## src/rtl/apb_i2c_csr.sv

```systemverilog
// APB3 slave front-end for the I2C core: TX/RX FIFO data ports with wait states, CSR file,
// and a maskable W1C interrupt block.
//   state     | meaning
//   S_IDLE    | no transfer in flight; decodes a new access
//   S_TXWAIT  | TXDATA write stalled on TX_FULL, timer counts down to the error response
//   S_RXLAT   | RX pop issued, timer counts down the read latency
module apb_i2c_csr #(
  parameter int                ADDR_W   = 8,
  parameter int                DATA_W   = 32,
  parameter int                CFG_W    = 14,
  parameter int                TO_W     = 14,
  parameter logic [CFG_W-1:0]  CFG_RST  = '0,
  parameter int                RD_LAT   = 1,
  parameter int                WAIT_MAX = 16
) (
  input  logic              PCLK,
  input  logic              PRESETn,
  input  logic              PSELx,
  input  logic              PENABLE,
  input  logic              PWRITE,
  input  logic [ADDR_W-1:0] PADDR,
  input  logic [DATA_W-1:0] PWDATA,
  output logic [DATA_W-1:0] PRDATA,
  output logic              PREADY,
  output logic              PSLVERR,
  output logic [DATA_W-1:0] TX_WDATA,
  output logic              TX_WR,
  input  logic              TX_FULL,
  input  logic              TX_EMPTY,
  output logic              RX_RD,
  input  logic [DATA_W-1:0] RX_RDATA,
  input  logic              RX_EMPTY,
  input  logic              I2C_ERROR,
  output logic [CFG_W-1:0]  I2C_CONFIG,
  output logic [TO_W-1:0]   I2C_TIMEOUT,
  output logic              IRQ
);

  localparam int CNT_MAX = (WAIT_MAX > RD_LAT) ? WAIT_MAX : RD_LAT;
  localparam int CNT_W   = $clog2(CNT_MAX) + 1;

  localparam logic [ADDR_W-1:0] A_TX   = ADDR_W'('h00);
  localparam logic [ADDR_W-1:0] A_RX   = ADDR_W'('h04);
  localparam logic [ADDR_W-1:0] A_CFG  = ADDR_W'('h08);
  localparam logic [ADDR_W-1:0] A_TO   = ADDR_W'('h0C);
  localparam logic [ADDR_W-1:0] A_STAT = ADDR_W'('h10);
  localparam logic [ADDR_W-1:0] A_IEN  = ADDR_W'('h14);
  localparam logic [ADDR_W-1:0] A_IST  = ADDR_W'('h18);

  typedef enum logic [1:0] {S_IDLE, S_TXWAIT, S_RXLAT} state_t;

  state_t            state_q, state_d;
  logic [CNT_W-1:0]  cnt_q, cnt_d;
  logic [CFG_W-1:0]  cfg_q;
  logic [TO_W-1:0]   to_q;
  logic [2:0]        int_en_q, int_stat_q, int_set, int_clr;
  logic              irq_q, tx_empty_q, rx_empty_q, err_q;
  logic              access, legal, is_tx, is_rx, csr_we;
  logic [DATA_W-1:0] csr_rdata;

  assign access      = PSELx & PENABLE;
  assign TX_WDATA    = PWDATA;
  assign I2C_CONFIG  = cfg_q;
  assign I2C_TIMEOUT = to_q;
  assign IRQ         = irq_q;

  // Exact-match decode: unaligned and unmapped addresses fall through to the error path.
  always_comb begin
    csr_rdata = '0;
    legal     = 1'b0;
    is_tx     = 1'b0;
    is_rx     = 1'b0;
    case (PADDR)
      A_TX:   begin legal = PWRITE;  is_tx = 1'b1; end
      A_RX:   begin legal = !PWRITE; is_rx = 1'b1; end
      A_CFG:  begin legal = 1'b1; csr_rdata = DATA_W'(cfg_q); end
      A_TO:   begin legal = 1'b1; csr_rdata = DATA_W'(to_q); end
      A_STAT: begin
        legal     = !PWRITE;
        csr_rdata = DATA_W'({I2C_ERROR, TX_FULL, RX_EMPTY, TX_EMPTY});
      end
      A_IEN:  begin legal = 1'b1; csr_rdata = DATA_W'(int_en_q); end
      A_IST:  begin legal = 1'b1; csr_rdata = DATA_W'(int_stat_q); end
      default: ;
    endcase
  end

  always_comb begin
    state_d = state_q;
    cnt_d   = cnt_q;
    PREADY  = 1'b0;
    PSLVERR = 1'b0;
    PRDATA  = '0;
    TX_WR   = 1'b0;
    RX_RD   = 1'b0;
    csr_we  = 1'b0;
    case (state_q)
      S_IDLE: if (access) begin
        if (!legal) begin
          PREADY  = 1'b1;
          PSLVERR = 1'b1;
        end else if (is_tx) begin
          if (!TX_FULL) begin
            TX_WR  = 1'b1;
            PREADY = 1'b1;
          end else begin
            state_d = S_TXWAIT;
            cnt_d   = CNT_W'(WAIT_MAX - 1);
          end
        end else if (is_rx) begin
          if (RX_EMPTY) begin
            PREADY  = 1'b1;
            PSLVERR = 1'b1;
          end else begin
            RX_RD   = 1'b1;
            state_d = S_RXLAT;
            cnt_d   = CNT_W'(RD_LAT - 1);
          end
        end else begin
          PREADY = 1'b1;
          csr_we = PWRITE;
          if (!PWRITE) PRDATA = csr_rdata;
        end
      end
      S_TXWAIT: begin
        if (!PSELx) begin
          state_d = S_IDLE;
        end else if (!TX_FULL) begin
          TX_WR   = 1'b1;
          PREADY  = 1'b1;
          state_d = S_IDLE;
        end else if (cnt_q == '0) begin
          PREADY  = 1'b1;
          PSLVERR = 1'b1;
          state_d = S_IDLE;
        end else begin
          cnt_d = cnt_q - 1'b1;
        end
      end
      S_RXLAT: begin
        if (!PSELx) begin
          state_d = S_IDLE;
        end else if (cnt_q == '0) begin
          PREADY  = 1'b1;
          PRDATA  = RX_RDATA;
          state_d = S_IDLE;
        end else begin
          cnt_d = cnt_q - 1'b1;
        end
      end
      default: state_d = S_IDLE;
    endcase
    // Strobes and handshake must stay low while reset is held, even with an access pending.
    if (!PRESETn) begin
      PREADY  = 1'b0;
      PSLVERR = 1'b0;
      PRDATA  = '0;
      TX_WR   = 1'b0;
      RX_RD   = 1'b0;
      csr_we  = 1'b0;
    end
  end

  assign int_set = {I2C_ERROR & ~err_q, rx_empty_q & ~RX_EMPTY, TX_EMPTY & ~tx_empty_q};
  assign int_clr = (csr_we && PADDR == A_IST) ? PWDATA[2:0] : 3'b000;

  always_ff @(posedge PCLK or negedge PRESETn) begin
    if (!PRESETn) begin
      state_q    <= S_IDLE;
      cnt_q      <= '0;
      cfg_q      <= CFG_RST;
      to_q       <= '0;
      int_en_q   <= '0;
      int_stat_q <= '0;
      irq_q      <= 1'b0;
      tx_empty_q <= 1'b1;
      rx_empty_q <= 1'b1;
      err_q      <= 1'b0;
    end else begin
      state_q    <= state_d;
      cnt_q      <= cnt_d;
      tx_empty_q <= TX_EMPTY;
      rx_empty_q <= RX_EMPTY;
      err_q      <= I2C_ERROR;
      if (csr_we && PADDR == A_CFG) cfg_q    <= PWDATA[CFG_W-1:0];
      if (csr_we && PADDR == A_TO)  to_q     <= PWDATA[TO_W-1:0];
      if (csr_we && PADDR == A_IEN) int_en_q <= PWDATA[2:0];
      // A set event in the same cycle as a W1C clear wins.
      int_stat_q <= (int_stat_q & ~int_clr) | int_set;
      irq_q      <= |(int_stat_q & int_en_q);
    end
  end

endmodule
```

## config.mk

```make
export PLATFORM = sky130hd
export DESIGN_NAME = apb_i2c_csr
export DESIGN_NICKNAME = d
export VERILOG_FILES = /design/src/rtl/apb_i2c_csr.sv
export SDC_FILE = /design/constraint.sdc
export NUM_CORES = 1
export LEC_CHECK = 0
export CELL_PAD_IN_SITES_DETAIL_PLACEMENT = 0
export CELL_PAD_IN_SITES_GLOBAL_PLACEMENT = 1
export CORE_ASPECT_RATIO = 0.9
export CORE_MARGIN = 1.5
export CORE_UTILIZATION = 25
export DETAILED_ROUTE_END_ITERATION = 8
export GPL_TIMING_DRIVEN = 0
export MAX_ROUTING_LAYER = met4
export PLACE_DENSITY_LB_ADDON = 0.15
export SETUP_SLACK_MARGIN = 0.5
export SYNTH_ARGS = -nofsm -noshare
export SYNTH_HDL_FRONTEND = slang
export SYNTH_SLANG_ARGS = --single-unit
```

## constraint.sdc

```tcl
create_clock -name PCLK -period 2.6 [get_ports PCLK]
set_clock_uncertainty 0.15 [all_clocks]
set_input_delay 0.26 -clock PCLK [delete_from_list [all_inputs] [get_ports PCLK]]
set_output_delay 0.26 -clock PCLK [all_outputs]
set_load 0.05 [all_outputs]
```

==> results of run 1 <==
[kinds of logic (layout without fill, tap and decap cells)]
family	after synthesis	count (layout)
AND/OR/NAND/NOR	93	93
AO/OA/AOI/OAI	62	62
buffers and inverters	60	265
flip-flops	45	45
multiplexers	37	37
adder cells (fa/ha/maj)	5	5
XOR/XNOR	2	2
[timing repair]
item,in CTS,in global routing
pin swaps,26,22
setup endpoints to repair,83,83
hold buffers,4,0
setup buffers,27,6
gates resized for setup,379,53
cloned,4,0
endpoints found under the hold margin,17,0
[synthesized netlist by cell type, types with 2 or more instances]
master / count / area, sq um
o21ai_0: 8 / 40.0
mux2i_1: 4 / 40.0
ha_1: 5 / 62.6
a32oi_1: 3 / 26.3
nor2b_1: 2 / 12.5
inv_1: 12 / 45.0
nand2_1: 11 / 41.3
nor2_1: 18 / 67.6
and2_1: 18 / 113
a22o_1: 6 / 52.6
mux2_4: 10 / 150
a21oi_1: 2 / 10.0
mux2_2: 21 / 236
nand3_1: 4 / 20.0
mux2_1: 2 / 22.5
a221o_1: 2 / 20.0
a21boi_0: 2 / 15.0
a2bb2oi_1: 9 / 78.8
o221a_2: 2 / 22.5
and3_1: 6 / 37.5
nor3_1: 5 / 25.0
nor4b_1: 2 / 17.5
buf_6: 2 / 22.5
clkbuf_1: 13 / 48.8
nor4_1: 5 / 31.3
a22oi_1: 12 / 90.1
or3_1: 6 / 37.5
nand2b_1: 2 / 12.5
dfstp_2: 2 / 52.6
buf_4: 32 / 240
a31oi_1: 2 / 12.5
o22ai_1: 3 / 18.8
nor3b_1: 3 / 22.5
nand3b_1: 2 / 15.0
dfrtp_1: 43 / 1080
[worst min path at each step]
stage,endpoint,from,cells past startpoint
after floorplan,I2C_CONFIG[0]$_DFFE_PN0P_,PRESETn,0
after global placement,IRQ$_DFF_PN0_,int_en_q[0]$_DFFE_PN0P_,2
after detailed placement,I2C_TIMEOUT[10]$_DFFE_PN0P_,PRESETn,1
after CTS,tx_empty_q$_DFF_PN1_,TX_EMPTY,1
after global routing,tx_empty_q$_DFF_PN1_,TX_EMPTY,1
final,tx_empty_q$_DFF_PN1_,TX_EMPTY,1
[critical path, cell delays in order (launching register included)]
cell and delay, ns:
dfrtp_1 0.40, inv_2 0.08, ha_4 0.13, nor4b_4 0.21
and3_4 0.23, buf_8 0.11, inv_4 0.03, nor2_4 0.22
buf_8 0.18, and2_4 0.15, buf_8 0.14
[state kept, by name, indices dropped and copies added (netlist names)]
signal / flops
tx_empty_q: 1
rx_empty_q: 1
state_q: 2
int_en_q: 3
cnt_q: 5
int_stat_q: 3
I2C_CONFIG: 14
err_q: 1
IRQ: 1
I2C_TIMEOUT: 14
[cells in the final DEF, fill, tap and decap left out, drive strengths merged, types with 8 or more instances in the layout]
master / instances
clkdlybuf4s50: 98
inv: 12
buf: 121
o21ai: 8
nor2: 18
dfrtp: 43
a2bb2oi: 9
a22oi: 12
clkbuf: 15
mux2: 33
and2: 18
nand2: 12
dlymetal6s2s: 8
[final cells by class]
type | count | area share
Buffer | 48 | 0.0684
Clock buffer | 6 | 0.0206
Clock inverter | 1 | 0.00140
Inverter | 12 | 0.00758
Multi-Input combinational cell | 199 | 0.344
Sequential cell | 45 | 0.180
Tap cell | 160 | 0.0319
Timing Repair Buffer | 198 | 0.346
[power groups by stage]
stage | Combinational, mW | Clock [mW] | Sequential (mW)
final | 0.470 | 0.619 | 0.709
after global routing | 0.497 | 0.661 | 0.709
after CTS | 0.464 | 0.641 | 0.709
after detailed placement | 0.416 | 0 | 0.722
after global placement | 0.412 | 0 | 0.722
after floorplan | 0.216 | 0 | 0.722
[metal layers]
metal  GRT usage  routed length (microns)
met1       0.226                     5080
met2       0.318                     5770
met3      0.0403                      845
met4      0.0349                       97
met5           -                        0
[metrics by stage]
step / std cells / setup TNS, ns
floorplan: 304 / 0
global placement: 620 / -174.44
CTS: 663 / 0
finish: 669 / 0
detailed placement: 621 / -38.60
global route: 669 / -0.0979
==> impl_metrics.yaml, run 1 <==
clock_network:
  numCtsBuffers: 5
  clk_path_buf_depth: 2
  htree_levels: 2
  root_buffer: "clkbuf_16"
  clock_sinks: 45
  clk_latency_ns: 0.28
  path_clk_slew_ns: 0.06
  cts_tree: "done"
logic_synthesis:
  syn-num-nets: 390
  synthSimpleGateAreaFrac: 0.179
  synth_top_family_by_area: "simple AND/OR/NAND/NOR gates"
  synth_edf_count: 0
  synthFlopType: "dfrtp_1"
  synthMuxAreaShare: 0.147
  synthArstFlopShare: 1.00
  synthXorXnorAreaFrac: 0.00574
  yosys_warnings: 0
  yosysUniqueCellTypes: 58
  synth-compound-area-share: 0.159
  ys_seq_area_frac: 0.370
  ys_ff_latch: 45
  synth_cells: 304
  synth_fa_ha_area_frac: 0.0205
  netlist_area_sq_um: 3050
  syn_area_per_cell_sq_um: 10.0
route:
  drt_iter0_drc: 107
  vias_per_cell: 4.74
  avgRoutedWirePerCell_microns: 17.6
  drc: 0
  firstDrtPassIters: 4
  drt-total-wl_microns: 11800
  ant_nets: 0
  vias: 3174
floorplan:
  fp.dieW_microns: 119
  start_util: 0.255
  rows: 38
  core-area_sq_um: 12000
  die_y_microns: 108
  dieArea_sq_um: 12900
  pin_count: 178
critical_path:
  r2r_setup_slack_ns: 0.19
  endpoint_kind: "primary output"
  startpoint: "cnt_q[0]$_DFFE_PN0P_"
  crit_required_ns: 2.19
  crit_path_max_fanout: 5
  r2r_start: "state_q[0]$_DFFE_PN0P_"
  crit_arrival_ns: 2.17
  critPathKind: "register to primary output"
  reg2reg_depth: 10
  crit_path_end: "PRDATA[18]"
  r2r_end: "I2C_TIMEOUT[5]$_DFFE_PN0P_"
  start_kind: "register"
sta:
  hold_ws_ns: 0.290
  worst_slew_pin_slew_ns: 0.824
  setup_viol: 0
  finalHoldViolations: 0
  rsz0062_at_grt: "yes"
  layout_min_cycle_time_ns: 2.58
  slew_violations: 0
  finalCritPeriodShare: 0.992
  worst_slack_ns: 0.0220
  fmaxAchievable_mhz: 388
  maxSlewHeadroom: 0.449
global_routing:
  grt_pass1_vias: 3321
  antenna_found_initial: 0
  grt_first_pass_wirelength_microns: 18000
  overflow: 0
  grt_max_degree: 27
  grt_use_total: 0.185
finish:
  drive_gt1_frac: 0.489
  fin_area_sq_um: 6270
  nNetsFinal: 595
  postLayoutCoreUtil: 0.523
  multi_input_area_sq_um: 2160
  register_area_sq_um: 1130
  nFillCells: 1086
  antenna_cells: 0
  area_delta_synth_final_pct: 106
power:
  p_total_mw: 1.80
  vdd_ir_drop_max_mv: 0.256
  powerDensity_nw_per_um2: 287
  p_clk_frac: 0.344
  p_comb_frac: 0.262
  swShare: 0.289
  p_seq_frac: 0.394
  p_leak_nw: 2.82
  p_sw_mw: 0.520
  intPower_mw: 1.28
placed_design:
  gp_congestion: 0.815
  portBuffers: 156
  place_hpwl_microns: 7980
  dpl_cell_area_sq_um: 5150
  place_ws_ns: -1.20
outcome:
  run_status: "finished clean"
run:
  cap_violations: 0
hold_path:
  hold_path_class: "input port to register"
(Power assumes the default switching activity.)
==> inputs of run 2 (changes only) <==
- CTS_CLUSTER_SIZE: unset -> 10
- GPL_TIMING_DRIVEN: 0 -> unset
==> impl_metrics.yaml, run 2 (synthesis results as in run 1) <==
critical_path:
  crit_path_end: "PRDATA[12]"
  slowest_stage: "dfrtp_1"
  crit_path_max_fanout: 5
  endpoint_kind: "primary output"
  cp_cell_sequence: "inv_2, ha_4, nand3_4, nor4_4, nand3b_1, buf_6, a2bb2oi_4, nor2_4, buf_12"
  start_kind: "register"
  r2r_start: "state_q[0]$_DFFE_PN0P_"
  r2r_setup_slack_ns: 0.18
  startpoint: "state_q[0]$_DFFE_PN0P_"
  crit_required_ns: 2.19
  critPathKind: "register to primary output"
  reg2reg_depth: 10
  max_stage_delay_ns: 0.39
  crit_arrival_ns: 2.13
  r2r_end: "I2C_CONFIG[8]$_DFFE_PN0P_"
sta:
  finalCritPeriodShare: 0.976
  maxSlewHeadroom: 0.559
  hold_ws_ns: -0.00580
  tns_ns: 0
  fmaxAchievable_mhz: 394
  finalHoldViolations: 10
  rsz0062_at_grt: "yes"
  setup_viol: 0
  worst_slew_pin_slew_ns: 0.660
  layout_min_cycle_time_ns: 2.54
  worst_slack_ns: 0.0627
  slew_violations: 0
route:
  avgRoutedWirePerCell_microns: 17.7
  vias_per_cell: 4.75
  drc: 0
  drt_iter0_drc: 87
  firstDrtPassIters: 4
  ant_nets: 0
  vias: 3057
  drt-total-wl_microns: 11400
floorplan:
  core-area_sq_um: 12000
  start_util: 0.255
  die_y_microns: 108
  rows: 38
  dieArea_sq_um: 12900
  pin_count: 178
  fp.dieW_microns: 119
finish:
  register_area_sq_um: 1130
  final_common_cell: "clkdlybuf4s50_1"
  antenna_cells: 0
  final_cell_mix: "clkdlybuf4s50_1, buf_4, dfrtp_1"
  nFillCells: 1089
  nNetsFinal: 568
  drive_gt1_frac: 0.516
  multi_input_area_sq_um: 2160
  area_delta_synth_final_pct: 104
global_routing:
  grt_first_pass_wirelength_microns: 17700
  grt_pass1_vias: 3205
  antenna_found_initial: 0
  overflow: 0
  grt_use_total: 0.179
  grt_max_degree: 26
clock_network:
  clk_path_buf_depth: 2
  htree_levels: 2
  path_clk_slew_ns: 0.06
  numCtsBuffers: 5
  clock_sinks: 45
  root_buffer: "clkbuf_16"
  cts_tree: "done"
  clk_latency_ns: 0.28
placed_design:
  gp_congestion: 0.831
  place_hpwl_microns: 8240
  portBuffers: 141
  place_ws_ns: -0.215
power:
  powerDensity_nw_per_um2: 295
  vdd_ir_drop_max_mv: 0.397
  p_total_mw: 1.84
  p_leak_nw: 2.67
outcome:
  run_status: "complete, but fails checks"
  violations: "hold timing"
run:
  cap_violations: 0
hold_path:
  hold_path_class: "input port to async pin"
[run 2: cell count changes in the layout (fill, tap and decap cells not counted), sizes merged]
cell,before,now
clkbuf,15,8
clkdlybuf4s15,0,4
dlygate4sd2,7,4
clkdlybuf4s50,98,92
bufinv,0,1
dlygate4sd3,3,2
dlymetal6s2s,8,2
buf,121,114
clkinv,1,0
[run 2: final cells by class]
class / count / share of cell area
clock buffers: 7 / 0.0229
clock inverters: 1 / 0.00482
inverters: 12 / 0.00724
multi-input cells: 199 / 0.347
flip-flops and latches: 45 / 0.181
well taps: 160 / 0.0322
repair buffers: 219 / 0.404
[run 2: worst min path at each step]
| stage | to | slack [ns] | depth (start not counted) |
|---|---|---|---|
| floorplan | I2C_CONFIG[0]$_DFFE_PN0P_ | -0.19 | 0 |
| global placement | state_q[1]$_DFFE_PN0P_ | 0.002 | 1 |
| detailed placement | state_q[0]$_DFFE_PN0P_ | 0.004 | 1 |
| CTS | I2C_CONFIG[12]$_DFFE_PN0P_ | 0.01 | 2 |
| global route | I2C_CONFIG[4]$_DFFE_PN0P_ | 0.03 | 2 |
| finish | I2C_TIMEOUT[12]$_DFFE_PN0P_ | -0.006 | 2 |
[run 2: per-stage QoR]
stage               hold slack, ns   util  instance area (sq um)  std cells
CTS                         0.0128  0.504                   6030        636
finish                    -0.00580  0.520                   6220        643
global placement           0.00175  0.447                   5350        602
floorplan                   -0.186      -                   3370        304
global route                0.0259  0.520                   6220        643
detailed placement         0.00449  0.447                   5350        602
[run 2: repair_timing]
action,4_1_cts,5_1_grt
pin swaps,33,15
endpoints found under the hold margin,5,0
setup endpoints to repair,78,77
hold buffers,2,0
gates resized for setup,82,19
setup buffers,21,6
cloned,3,1
[run 2: where the power goes]
part,total (mW),switching (mW),internal [mW]
clock,0.750,0.269,0.481
combinational,0.377,0.190,0.188
sequential,0.709,0.00311,0.706
total,1.84,0.462,1.37
[run 2: per-layer routing]
metal  routed length [microns]  track usage  vias up
met2                      5730        0.305      111
met4                        96       0.0349        0
li1                          -            -     1446
met3                       623       0.0302       12
met1                      4930        0.227     1488
met5                         0            -        -
[run 2: critical path, delay by kind of cell, from the launching register on]
kind                     cells  cell delay (ns)
adder cells (fa/ha/maj)      1             0.15
buffers and inverters        3             0.44
flip-flops                   1             0.39
AND/OR/NAND/NOR              4             0.70
AO/OA/AOI/OAI                1             0.17
==> inputs of run 3 (changes only) <==
- ABC_AREA: unset -> 1
- CORE_UTILIZATION: 25 -> 24
==> impl_metrics.yaml, run 3 <==
logic_synthesis:
  ys_top_cells_by_count: "nand2_1, dfrtp_1, inv_1, buf_4, o21ai_2"
  yosys_warnings: 0
  yosys.area.top_type: "dfrtp_1"
  synthFlopType: "dfrtp_1"
  synth_most_common_cell: "nand2_1"
  ys_seq_area_frac: 0.344
  netlist_area_sq_um: 3280
  yosysUniqueCellTypes: 30
  syn-num-nets: 515
  synth_cells: 429
  synthArstFlopShare: 1.00
  syn_area_per_cell_sq_um: 7.64
  synth_edf_count: 0
  synth.area.top_cells: "dfrtp_1, nand2_1, o21ai_2"
  synth_top_cell_area_share: 0.328
  ys_ff_latch: 45
route:
  drt_iter0_drc: 119
  vias: 3342
  drt-total-wl_microns: 11100
  drc: 0
  avgRoutedWirePerCell_microns: 14.7
  vias_per_cell: 4.46
  ant_nets: 0
  firstDrtPassIters: 4
clock_network:
  numCtsBuffers: 5
  clk_path_buf_depth: 2
  cts_tree: "done"
  clk_latency_ns: 0.28
  path_clk_slew_ns: 0.07
  root_buffer: "clkbuf_16"
  htree_levels: 2
  clock_sinks: 45
floorplan:
  fp.dieW_microns: 126
  core-area_sq_um: 13400
  start_util: 0.245
  rows: 40
  die_y_microns: 114
  dieArea_sq_um: 14400
  pin_count: 178
critical_path:
  crit_path_max_fanout: 6
  endpoint_kind: "primary output"
  crit_required_ns: 2.19
  start_kind: "register"
  crit_arrival_ns: 2.05
  critPathKind: "register to primary output"
  reg2reg_depth: 11
power:
  vdd_ir_drop_max_mv: 0.237
  powerDensity_nw_per_um2: 489
  p_total_mw: 3.05
  p_leak_nw: 2.73
global_routing:
  overflow: 0
  grt_use_total: 0.157
  grt_pass1_vias: 3441
  grt_max_degree: 29
  antenna_found_initial: 0
  grt_first_pass_wirelength_microns: 17600
outcome:
  run_status: "finished clean"
finish:
  final_common_cell: "clkdlybuf4s50_1"
  nNetsFinal: 667
  register_area_sq_um: 1130
  antenna_cells: 0
  final_cell_mix: "clkdlybuf4s50_1, nand2_1, buf_12"
  area_delta_synth_final_pct: 90.3
  multi_input_area_sq_um: 2280
  postLayoutCoreUtil: 0.467
  drive_gt1_frac: 0.447
  nFillCells: 1285
sta:
  finalCritPeriodShare: 0.945
  tns_ns: 0
  worst_slew_pin_slew_ns: 0.640
  layout_min_cycle_time_ns: 2.46
  finalHoldViolations: 0
  fmaxAchievable_mhz: 407
  maxSlewHeadroom: 0.573
  rsz0062_at_grt: "yes"
  slew_violations: 0
  worst_slack_ns: 0.144
  setup_viol: 0
hold_path:
  whs_path_depth: 1
  hold_path_class: "input port to register"
placed_design:
  place_ws_ns: -0.00954
  portBuffers: 141
  gp_congestion: 0.771
  place_hpwl_microns: 8150
run:
  cap_violations: 0
==> run 3: critical path, cell delays in order (launching register included) <==
cell	delay (ns)
dfrtp_1	0.39
inv_2	0.08
ha_4	0.13
inv_2	0.04
nor2_4	0.10
nand2_2	0.08
nor2_4	0.10
inv_2	0.06
nor2_4	0.12
buf_12	0.15
buf_8	0.14
nand2_2	0.07
a21oi_4	0.14
buf_12	0.15
==> run 3: report_power, final <==
| group | total (mW) | switching [mW] | internal (mW) |
|---|---|---|---|
| Combinational | 1.64 | 0.929 | 0.706 |
| Sequential | 0.780 | 0.0353 | 0.745 |
| Clock | 0.632 | 0.275 | 0.357 |
==> run 3: cell type report <==
| class | count | area share |
|---|---|---|
| clock inverters | 2 | 0.00241 |
| repair buffers | 189 | 0.365 |
| clock buffers | 6 | 0.0207 |
| inverters | 49 | 0.0329 |
| flip-flops and latches | 45 | 0.181 |
| well taps | 168 | 0.0337 |
| multi-input cells | 291 | 0.365 |
==> run 3: logic make-up (layout without fill, tap and decap cells) <==
kind of cell / count (synthesis) / count (layout) / synth area share
compound gates: 83 / 83 / 0.177
flops: 45 / 45 / 0.344
simple gates: 202 / 202 / 0.300
xor+xnor: 1 / 1 / 0.00267
fa+ha+maj: 5 / 5 / 0.0191
buf+inv: 93 / 246 / 0.156
==> run 3: final timing paths <==
kind                       slack [ns]                    to                    from
setup / recovery                 0.14            PRDATA[10]    cnt_q[1]$_DFFE_PN0P_
hold reg to reg                  0.33  cnt_q[3]$_DFFE_PN0P_    cnt_q[3]$_DFFE_PN0P_
setup reg to reg                 0.65  cnt_q[1]$_DFFE_PN0P_  state_q[0]$_DFFE_PN0P_
min in group asynchronous        0.58       err_q$_DFF_PN0_                 PRESETn
hold / removal                   0.27  rx_empty_q$_DFF_PN1_                RX_EMPTY
max in group asynchronous        1.40  tx_empty_q$_DFF_PN1_                 PRESETn
==> run 3: metal layers <==
metal	track usage	routed length, microns
met1	0.207	5230
met2	0.265	5410
met3	0.0197	341
met4	0.0245	71
met5	-	0
==> run 3: stage by stage <==
| step | instances | area [sq um] | hold WS [ns] |
|---|---|---|---|
| floorplan | 429 | 3610 | -0.186 |
| detailed placement | 712 | 5460 | 0.264 |
| global route | 750 | 6240 | 0.272 |
| CTS | 744 | 6090 | 0.273 |
| global placement | 712 | 5460 | 0.269 |
| finish | 750 | 6240 | 0.271 |
==> run 3: what timing repair did <==
item / CTS / global route
cloned: 2 / 0
hold buffers: 1 / 0
buffers inserted: 21 / 6
endpoints found under the hold margin: 42 / 0
pin swaps: 41 / 27
setup endpoints to repair: 41 / 41
gates resized for setup: 120 / 24
